### src/rtl/stream_requant_if.sv
// rtl/stream_requant_if.sv - AXI-stream style bundle (tdata/tvalid/tready/tlast) used by stream_requant.
interface axi_stream_if #(
    parameter int DATA_W = 32
) ();
    logic [DATA_W-1:0] tdata;
    logic              tvalid;
    logic              tready;
    logic              tlast;

    modport axi_in  (input  tdata, input  tvalid, input  tlast, output tready);
    modport axi_out (output tdata, output tvalid, output tlast, input  tready);
endinterface

### src/rtl/stream_requant.sv
// rtl/stream_requant.sv - 3-stage requantiser: (x*MULT + round) >>> SHIFT, saturate to D_W, counter-framed tlast.
// Optional macro STREAM_REQUANT_SAT_CNT_EN adds the per-matrix saturation count output sat_cnt.
module stream_requant #(
    parameter int IN_W         = 32,
    parameter int D_W          = 8,
    parameter int MULT_W       = 16,
    parameter int SHIFT_W      = 6,
    parameter int MATRIXSIZE_W = 24,
    parameter int OUT_BUS_W    = 32
) (
    input  logic                    clk,
    input  logic                    rst,
    axi_stream_if.axi_in            in_acc,
    axi_stream_if.axi_out           out_q,
    input  logic [MULT_W-1:0]       MULT,
    input  logic [SHIFT_W-1:0]      SHIFT,
    input  logic [MATRIXSIZE_W-1:0] DEPTH,
    output logic                    err_last
`ifdef STREAM_REQUANT_SAT_CNT_EN
    ,
    output logic [MATRIXSIZE_W-1:0] sat_cnt
`endif
);
    localparam int PW = IN_W + MULT_W + 1;
    localparam int AW = PW + 1;
    localparam logic signed [AW-1:0] SAT_MAX = AW'((1 << (D_W - 1)) - 1);
    localparam logic signed [AW-1:0] SAT_MIN = AW'(-(1 << (D_W - 1)));

    logic w_en;
    logic w_hs;
    logic w_first;
    logic w_gl;
    logic [MULT_W-1:0]  w_mult;
    logic [SHIFT_W-1:0] w_shift;

    logic [MATRIXSIZE_W-1:0] r_cnt;
    logic [MULT_W-1:0]       r_mult_sh;
    logic [SHIFT_W-1:0]      r_shift_sh;
    logic                    r_err_last;

    logic                     r_s1_valid;
    logic signed [IN_W-1:0]   r_s1_x;
    logic [MULT_W-1:0]        r_s1_mult;
    logic [SHIFT_W-1:0]       r_s1_shift;
    logic                     r_s1_last;

    logic                     r_s2_valid;
    logic signed [PW-1:0]     r_s2_prod;
    logic [SHIFT_W-1:0]       r_s2_shift;
    logic                     r_s2_last;

    logic                     r_s3_valid;
    logic signed [D_W-1:0]    r_s3_data;
    logic                     r_s3_last;

    logic signed [PW-1:0]     w_x_ext;
    logic signed [PW-1:0]     w_m_ext;
    logic signed [PW-1:0]     w_prod;
    int                       w_sh;
    logic signed [AW-1:0]     w_round;
    logic signed [AW-1:0]     w_sum;
    logic signed [AW-1:0]     w_res;
    logic signed [D_W-1:0]    w_sat;

    assign w_en          = !r_s3_valid || out_q.tready;
    assign in_acc.tready = w_en;
    assign w_hs          = in_acc.tvalid && w_en;

    assign w_first = (r_cnt == '0);
    assign w_gl    = (r_cnt == DEPTH - MATRIXSIZE_W'(1)) || (DEPTH <= MATRIXSIZE_W'(1));
    // First element of a matrix uses the live scale; the rest use the value captured with it.
    assign w_mult  = w_first ? MULT  : r_mult_sh;
    assign w_shift = w_first ? SHIFT : r_shift_sh;

    always_ff @(posedge clk) begin
        if (rst) begin
            r_cnt      <= '0;
            r_mult_sh  <= '0;
            r_shift_sh <= '0;
            r_err_last <= 1'b0;
        end else if (w_hs) begin
            r_cnt <= w_gl ? '0 : r_cnt + 1'b1;
            if (w_first) begin
                r_mult_sh  <= MULT;
                r_shift_sh <= SHIFT;
            end
            if (in_acc.tlast != w_gl) begin
                r_err_last <= 1'b1;
            end
        end
    end

    assign err_last = r_err_last;

    assign w_x_ext = PW'(r_s1_x);
    assign w_m_ext = PW'({1'b0, r_s1_mult});
    assign w_prod  = w_x_ext * w_m_ext;

    // Shifts past PW all give 0 after rounding, so clamping keeps the round constant in range.
    always_comb begin
        w_sh    = (int'(r_s2_shift) > PW) ? PW : int'(r_s2_shift);
        w_round = (w_sh == 0) ? '0 : (AW'(1) << (w_sh - 1));
        w_sum   = AW'(r_s2_prod) + w_round;
        w_res   = w_sum >>> w_sh;
        if (w_res > SAT_MAX) begin
            w_sat = {1'b0, {(D_W-1){1'b1}}};
        end else if (w_res < SAT_MIN) begin
            w_sat = {1'b1, {(D_W-1){1'b0}}};
        end else begin
            w_sat = D_W'(w_res);
        end
    end

    always_ff @(posedge clk) begin
        if (rst) begin
            r_s1_valid <= 1'b0;
            r_s1_x     <= '0;
            r_s1_mult  <= '0;
            r_s1_shift <= '0;
            r_s1_last  <= 1'b0;
            r_s2_valid <= 1'b0;
            r_s2_prod  <= '0;
            r_s2_shift <= '0;
            r_s2_last  <= 1'b0;
            r_s3_valid <= 1'b0;
            r_s3_data  <= '0;
            r_s3_last  <= 1'b0;
        end else if (w_en) begin
            r_s1_valid <= in_acc.tvalid;
            r_s1_x     <= in_acc.tdata[IN_W-1:0];
            r_s1_mult  <= w_mult;
            r_s1_shift <= w_shift;
            r_s1_last  <= in_acc.tvalid && w_gl;
            r_s2_valid <= r_s1_valid;
            r_s2_prod  <= w_prod;
            r_s2_shift <= r_s1_shift;
            r_s2_last  <= r_s1_valid && r_s1_last;
            r_s3_valid <= r_s2_valid;
            r_s3_data  <= w_sat;
            r_s3_last  <= r_s2_valid && r_s2_last;
        end
    end

    assign out_q.tvalid = r_s3_valid;
    assign out_q.tlast  = r_s3_last;
    assign out_q.tdata  = {{(OUT_BUS_W-D_W){r_s3_data[D_W-1]}}, r_s3_data};

`ifdef STREAM_REQUANT_SAT_CNT_EN
    logic                    w_clamp;
    logic                    r_s3_sat;
    logic [MATRIXSIZE_W-1:0] r_sat_acc;
    logic [MATRIXSIZE_W-1:0] r_sat_cnt;
    logic [MATRIXSIZE_W-1:0] w_sat_next;

    assign w_clamp    = (w_res > SAT_MAX) || (w_res < SAT_MIN);
    assign w_sat_next = r_sat_acc + MATRIXSIZE_W'(r_s3_sat);

    always_ff @(posedge clk) begin
        if (rst) begin
            r_s3_sat  <= 1'b0;
            r_sat_acc <= '0;
            r_sat_cnt <= '0;
        end else begin
            if (w_en) begin
                r_s3_sat <= r_s2_valid && w_clamp;
            end
            if (r_s3_valid && out_q.tready) begin
                if (r_s3_last) begin
                    r_sat_cnt <= w_sat_next;
                    r_sat_acc <= '0;
                end else begin
                    r_sat_acc <= w_sat_next;
                end
            end
        end
    end

    assign sat_cnt = r_sat_cnt;
`endif
endmodule

### src/flat_wrapper.sv
// flat-port wrapper written by rule: the top's interface ports become plain ports
module stream_requant_flat 
#(
    parameter int IN_W         = 32,
    parameter int D_W          = 8,
    parameter int MULT_W       = 16,
    parameter int SHIFT_W      = 6,
    parameter int MATRIXSIZE_W = 24,
    parameter int OUT_BUS_W    = 32
)
  (clk, rst, MULT, SHIFT, DEPTH, err_last, in_acc_tdata, in_acc_tvalid, in_acc_tlast, in_acc_tready, out_q_tdata, out_q_tvalid, out_q_tlast, out_q_tready);
  axi_stream_if #(.DATA_W(32)) in_acc_i ();
  axi_stream_if #(.DATA_W(32)) out_q_i ();
  input  logic clk;
  input  logic rst;
  input  logic [MULT_W-1:0] MULT;
  input  logic [SHIFT_W-1:0] SHIFT;
  input  logic [MATRIXSIZE_W-1:0] DEPTH;
  output logic err_last;
  input wire logic [$bits(in_acc_i.tdata)-1:0] in_acc_tdata;
  input wire logic [$bits(in_acc_i.tvalid)-1:0] in_acc_tvalid;
  input wire logic [$bits(in_acc_i.tlast)-1:0] in_acc_tlast;
  output wire logic [$bits(in_acc_i.tready)-1:0] in_acc_tready;
  output wire logic [$bits(out_q_i.tdata)-1:0] out_q_tdata;
  output wire logic [$bits(out_q_i.tvalid)-1:0] out_q_tvalid;
  output wire logic [$bits(out_q_i.tlast)-1:0] out_q_tlast;
  input wire logic [$bits(out_q_i.tready)-1:0] out_q_tready;
  assign in_acc_i.tdata = in_acc_tdata;
  assign in_acc_i.tvalid = in_acc_tvalid;
  assign in_acc_i.tlast = in_acc_tlast;
  assign in_acc_tready = in_acc_i.tready;
  assign out_q_tdata = out_q_i.tdata;
  assign out_q_tvalid = out_q_i.tvalid;
  assign out_q_tlast = out_q_i.tlast;
  assign out_q_i.tready = out_q_tready;
  stream_requant #(.IN_W(IN_W), .D_W(D_W), .MULT_W(MULT_W), .SHIFT_W(SHIFT_W), .MATRIXSIZE_W(MATRIXSIZE_W), .OUT_BUS_W(OUT_BUS_W)) u_core (.clk(clk), .rst(rst), .in_acc(in_acc_i), .out_q(out_q_i), .MULT(MULT), .SHIFT(SHIFT), .DEPTH(DEPTH), .err_last(err_last));
endmodule
### config.mk
export PLATFORM = sky130hd
export DESIGN_NAME = stream_requant_flat
export DESIGN_NICKNAME = d
export VERILOG_FILES = /design/src/rtl/stream_requant_if.sv /design/src/rtl/stream_requant.sv /design/src/flat_wrapper.sv
export SDC_FILE = /design/constraint.sdc
export NUM_CORES = 2
export LEC_CHECK = 0
export ABC_AREA = 1
export CORE_ASPECT_RATIO = 1.2
export CORE_MARGIN = 2
export CORE_UTILIZATION = 43
export DETAILED_ROUTE_END_ITERATION = 12
export GPL_TIMING_DRIVEN = 0
export PLACE_DENSITY = 0.7
export SLEW_MARGIN = 0
export SYNTH_ARGS = -nofsm -noshare
export SYNTH_HDL_FRONTEND = slang
export SYNTH_SLANG_ARGS = --single-unit
### constraint.sdc
create_clock -name clk -period 11.3 [get_ports clk]
set_clock_uncertainty 0.2 [all_clocks]
set_input_delay 1.13 -clock clk [delete_from_list [all_inputs] [get_ports clk]]
set_output_delay 1.13 -clock clk [all_outputs]
set_load 0.02 [all_outputs]
=== Word level (Yosys, flattened, before mapping) ===
Index checks and enable logic that the tools add are counted.

* Bits of input ports: 83
* Flip-flop bits (word level): 170
* Logic and storage cells: 46

* Reduce and logical (&&, ||, !) cells: 10
* Multiplexer cells: 7
* $add $sub $neg: 4
* Equality and inequality tests: 2
* $lt $le $gt $ge: 4
* Shift operators: 2
* Multipliers: 1

{| class="wikitable"
|+ Operators by type and width
! cell !! number
|-
| $add 49x50->50 || 1
|-
| $gt 50x8->1 const B || 1
|-
| $lt 50x8->1 const B || 1
|-
| $mux 50 || 1
|-
| $shl 1x32->50 const A || 1
|-
| $sshr 50x32->50 || 1
|-
| $mul 32x17->49 || 1
|-
| $logic_not 32->1 || 1
|-
| $sub 32x2->32 const B || 1
|-
| $add 24x1->24 const B || 1
|-
| $eq 24x24->1 || 1
|-
| $le 24x1->1 const B || 1
|-
| $logic_not 24->1 || 1
|-
| $mux 24 || 1
|-
| $sub 24x1->24 const B || 1
|-
| $mux 16 || 1
|-
| $mux 8 || 2
|-
| $mux 6 || 2
|-
| $gt 6x6->1 const B || 1
|-
| $logic_and 1x1->1 || 4
|-
| $logic_or 1x1->1 || 2
|-
| $reduce_and 2->1 || 1
|-
| $logic_not 1->1 || 1
|-
| $ne 1x1->1 || 1
|}

=== Depth between registers and ports, before layout ===
* Word-level depth: 10
* Depth in mapped cells: 53
* Depth with buffers taken out: 51

=== Worst setup path before layout ===
Ideal clock, no wire load.

* Path type: register to register
* Start point: reg u_core.r_s1_x[6]
* End point: reg u_core.r_s2_prod[48]
* Required time: 11.025 ns
* Stages on the path, launching flop included: 34
* Clock period less this slack: 6.790 ns
* Setup slack: 4.510 ns
* Path buffers: 2
* Arrival: 6.516 ns
* Cell sequence: dfxtp_1 > clkbuf_1 > clkbuf_1 > nand2_1 > fa_1 > inv_1 > fa_1 > fa_1 > fa_1 > inv_1 > fa_1 > inv_1 > fa_1 > ha_1 > nand2_1 > nor2_1 > a211oi_1 > nand2_1 > a21oi_1 > o21ai_1 > inv_1 > o21ai_1 > nand2_1 > nand2_1 > nand2_1 > nand2_1 > a21oi_1 > o21ai_1 > a21oi_1 > inv_1 > nand3_1 > nand3_1 > or2_2 > a31oi_1

* Word-level cells in the longest chain between the ends: 1

{| class="wikitable"
|+ RTL lines
! item !! RTL line !! source
|-
| start, declared || stream_requant.sv:42 || <nowiki>logic signed [IN_W-1:0] r_s1_x;</nowiki>
|-
| start signal, assigned || stream_requant.sv:130 || <nowiki>r_s1_x <= in_acc.tdata[IN_W-1:0];</nowiki>
|-
| $mul 32x17->49 || stream_requant.sv:97 || <nowiki>assign w_prod = w_x_ext * w_m_ext;</nowiki>
|-
| end signal, assigned || stream_requant.sv:135 || <nowiki>r_s2_prod <= w_prod;</nowiki>
|-
| end, declared || stream_requant.sv:48 || <nowiki>logic signed [PW-1:0] r_s2_prod;</nowiki>
|}

No other way between the ends.
A chain may end at the register's enable or synchronous reset.

=== Worst setup path after layout ===
* Start point: reg u_core.r_s2_shift[4]
* End point: reg u_core.r_s3_data[0]

* Word-level cells in the longest chain between the ends: 10
* Elaborated cells on any way between the ends: 12

{| class="wikitable"
|+ RTL lines
! item !! RTL line !! source
|-
| start, declared || stream_requant.sv:49 || <nowiki>logic [SHIFT_W-1:0] r_s2_shift;</nowiki>
|-
| start signal, assigned || stream_requant.sv:136 || <nowiki>r_s2_shift <= r_s1_shift;</nowiki>
|-
| $gt 6x6->1 || stream_requant.sv:101 || <nowiki>w_sh = (int'(r_s2_shift) > PW) ? PW : int'(r_s2_shift);</nowiki>
|-
| $mux 6 (*) || stream_requant.sv:101 ||
|-
| $sub 32x2->32 || stream_requant.sv:102 || <nowiki>w_round = (w_sh == 0) ? '0 : (AW'(1) << (w_sh - 1));</nowiki>
|-
| $shl 1x32->50 || stream_requant.sv:102 ||
|-
| $mux 50 || stream_requant.sv:102 ||
|-
| $add 49x50->50 || stream_requant.sv:103 || <nowiki>w_sum = AW'(r_s2_prod) + w_round;</nowiki>
|-
| $sshr 50x32->50 (*) || stream_requant.sv:104 || <nowiki>w_res = w_sum >>> w_sh;</nowiki>
|-
| $lt 50x8->1 || stream_requant.sv:107 || <nowiki>end else if (w_res < SAT_MIN) begin</nowiki>
|-
| $mux 8 || stream_requant.sv:107 ||
|-
| $mux 8 (*) || stream_requant.sv:105 || <nowiki>if (w_res > SAT_MAX) begin</nowiki>
|-
| end signal, assigned || stream_requant.sv:139 || <nowiki>r_s3_data <= w_sat;</nowiki>
|-
| end, declared || stream_requant.sv:53 || <nowiki>logic signed [D_W-1:0] r_s3_data;</nowiki>
|}

Every way passes the cells marked *; elsewhere a longest branch is shown, timed or not.

==> results.md <==
* Status: completed
* Clk sinks at 170
* FF-to-FF path depth at 43
* Fin cells at 6341
* IO Pins at around 120
* Top post-synthesis cells by count: nand2_1, inv_1, fa_1
* Clock buffer count from CTS at 17
* Final hold violations at 0
* Initial antenna violation count at 5
* Worst setup EP type: flop
* FFs w/ async S/R, synth at 0%
* Largest net degree at the start of global routing at 27
* Root Buffer: clkbuf_16
* Detailed Route Iter0 Violations at 2654
* Synth top area share at 28.6%
* Hold WC Path Type: reg2reg
* Syn nets at 5899
* WHS Path Cells at 2
* Synth area leaders: fa_1, nand2_1, inv_1
* Via density at 5.28
* Dpl cells at 6306
* Max Buffers Root-to-Sink at 2
* Syn. warnings at 0
* Largest area contributor in the netlist: fa_1
* Total track usage at 30.7%
* Crit path top cell by count: nand2_1
* Worst-path fanout max at 11
* Synth Instances at 5153
* Number of global-route vias before repair at roughly 33000
* Post-layout util at 47.3%
* Worst skew pair latency at 0.50 ns
* Leakage at about 20 nW
* Peak VDD IR at 131 uV
* Slew Viols, Final at 0
* IO Port Bufs at between 100 and 150
* Number of synthesized flops with an enable pin at 0
* FF+latch count, synth at 170
* Count leader, synth: nand2_1
* Max transition margin at 13.1%
* Post-CTS setup buffer count at 0
* Final #Nets at around 6000
* Max Cap Viol at 0
* Placer Congestion at between 0.9 and 1
* Total wire length at ~120000 um
* Post-Syn Area at 0.0343 mm2
* GRT overflow at 0
* Max frequency at 114 MHz
* First-pass GRT wire length at approximately 190000 um
* Final period utilization at between 70 and 80%
* CTS tree: done
* Most used DFF post-synth: dfxtp_1
* Max H-tree Level at 4
* Chip height at 313 um
* Worst Path Arrival at 8.93 ns
* Syn Area/Cell at 6.66 um2
* Worst setup SP type: flop
* Final worst setup slack at 2.56 ns
* Layout cell share with drive strength beyond 1 at 2.75%
* Critical path's largest stage delay at ~0.52 ns
* Post-synth cell types at 61
* Area Growth Syn to Fin at 9.03%
* Die area at 0.0821 mm2
* Site Rows at 113
* DRC errors left at 0
* Core area at 0.0790 mm2
* Starting Density at 43.4%
* Vias post-DR at 33510
* Cts hold-fix bufs at 0
* Min cycle time layout at 8.74 ns
* CTS resizes at 0
* Chip width at 262 um
* DR pass1 iterations at 8
* Worst EP required at 11.49 ns
* Setup violators final at 0
* CTS clock-pin slew for the worst setup and hold paths at ~0.08 ns
* Setup Slack @ Placement at ~2.9 ns
* Sequential fraction of the synthesis area at 9.92%
* Power, Total at 0.00486 W
* Routed Antenna Nets at 0
* Crit path max-delay cell type: o21ai_1
* PwrDens at about 130 mW/mm2
* Routed length per instance at between 15 and 20 um
* Crit Path Category: reg2reg
* Fin Setup TNS at 0 ns
* Tightest Pin Transition at 1.30 ns
* DP Wirelength at 105000 um
* RSZ-0062 raised after global routing: no
==> area by class of cell <==
type,count,area (um2)
antenna,3,7.51
inverter,1164,4370
sequential,170,3400
timing repair buffer,118,1180
clock buffer,18,429
multi-input combinational,3556,25400
tap,1035,1290
clock inverter,14,184
buffer,263,1110
fill,8227,41600
==> cells in the final DEF (no fill, tap or decap), types with 44 or more instances in the layout <==
cell / instances
o21ai_0: 210
xor2_1: 63
dfxtp_1: 170
clkbuf_1: 200
o21bai_1: 64
fa_1: 490
nor2_1: 394
inv_1: 1152
clkdlybuf4s50_1: 118
ha_1: 173
nand4_1: 44
nand3_1: 437
a21oi_1: 131
nand2_1: 1298
==> kinds of logic (layout without fill, tap and decap cells) <==
| group | count (synthesis) | after routing | share of synthesized area [%] |
|---|---|---|---|
| xor gates and xnor gates | 104 | 104 | 2.70 |
| AOI/OAI and AO/OA | 469 | 469 | 7.66 |
| and+or+nand+nor | 2296 | 2296 | 28.1 |
| buffers and inverters | 1427 | 1577 | 16.0 |
| other | 0 | 3 | 0 |
| adders and majority gates | 663 | 663 | 34.9 |
| muxes | 24 | 24 | 0.780 |
| DFF | 170 | 170 | 9.92 |
==> sequential cells by signal, summed over array words and instances (netlist names) <==
| signal | flops |
|---|---|
| u_core.r_s2_shift | 6 |
| u_core.r_s1_valid | 1 |
| u_core.out_q.tvalid | 1 |
| u_core.r_s2_last | 1 |
| u_core.r_s2_valid | 1 |
| u_core.r_s1_mult | 16 |
| u_core.out_q.tlast | 1 |
| u_core.err_last | 1 |
| u_core.r_s1_shift | 6 |
| u_core.r_shift_sh | 6 |
| u_core.r_mult_sh | 16 |
| u_core.r_s1_x | 32 |
| u_core.r_s3_data | 8 |
| u_core.r_s1_last | 1 |
| u_core.r_s2_prod | 49 |
| u_core.r_cnt | 24 |
==> path summary, 6_finish.rpt <==
kind / start / to / slack [ns]
worst max-delay path: u_core.r_s2_shift[4] / u_core.r_s3_data[0] / 2.56
worst min-delay path: u_core.err_last / u_core.err_last / 0.26
worst max register to register: u_core.r_s2_shift[4] / u_core.r_s3_data[0] / 2.56
worst min register to register: u_core.err_last / u_core.err_last / 0.26
==> worst max-delay path, delay by kind of cell, from the launching register on <==
kind                     cells  cell delay, ns
AND/OR/NAND/NOR             29            4.04
buffers and inverters        8            1.74
adder cells (fa/ha/maj)      3            1.18
AO/OA/AOI/OAI                2            0.62
XOR/XNOR                     1            0.51
flip-flops                   1            0.30
==> power breakdown <==
part           internal, W  switching, W  total, W
logic              0.00120       0.00226   0.00346
registers         0.000697     0.0000693  0.000766
clock network     0.000336      0.000301  0.000636
total              0.00223       0.00263   0.00486
==> stage by stage <==
stage               instance area [um2]  hold slack [ns]
CTS                               37400            0.265
floorplan                         34300            0.246
detailed placement                36800            0.254
global route                      37400            0.289
finish                            37400            0.259
global placement                  36800            0.242
==> layer usage <==
layer | global-route usage [%] | vias up | wire, um
met5 | 0 | - | 12
met4 | 19.3 | 2 | 9320
met3 | 4.02 | 410 | 8230
met2 | 51.8 | 1400 | 58500
met1 | 36.9 | 15927 | 47900
li1 | - | 15771 | -
No activity file was read; power rests on OpenSTA's default activity.
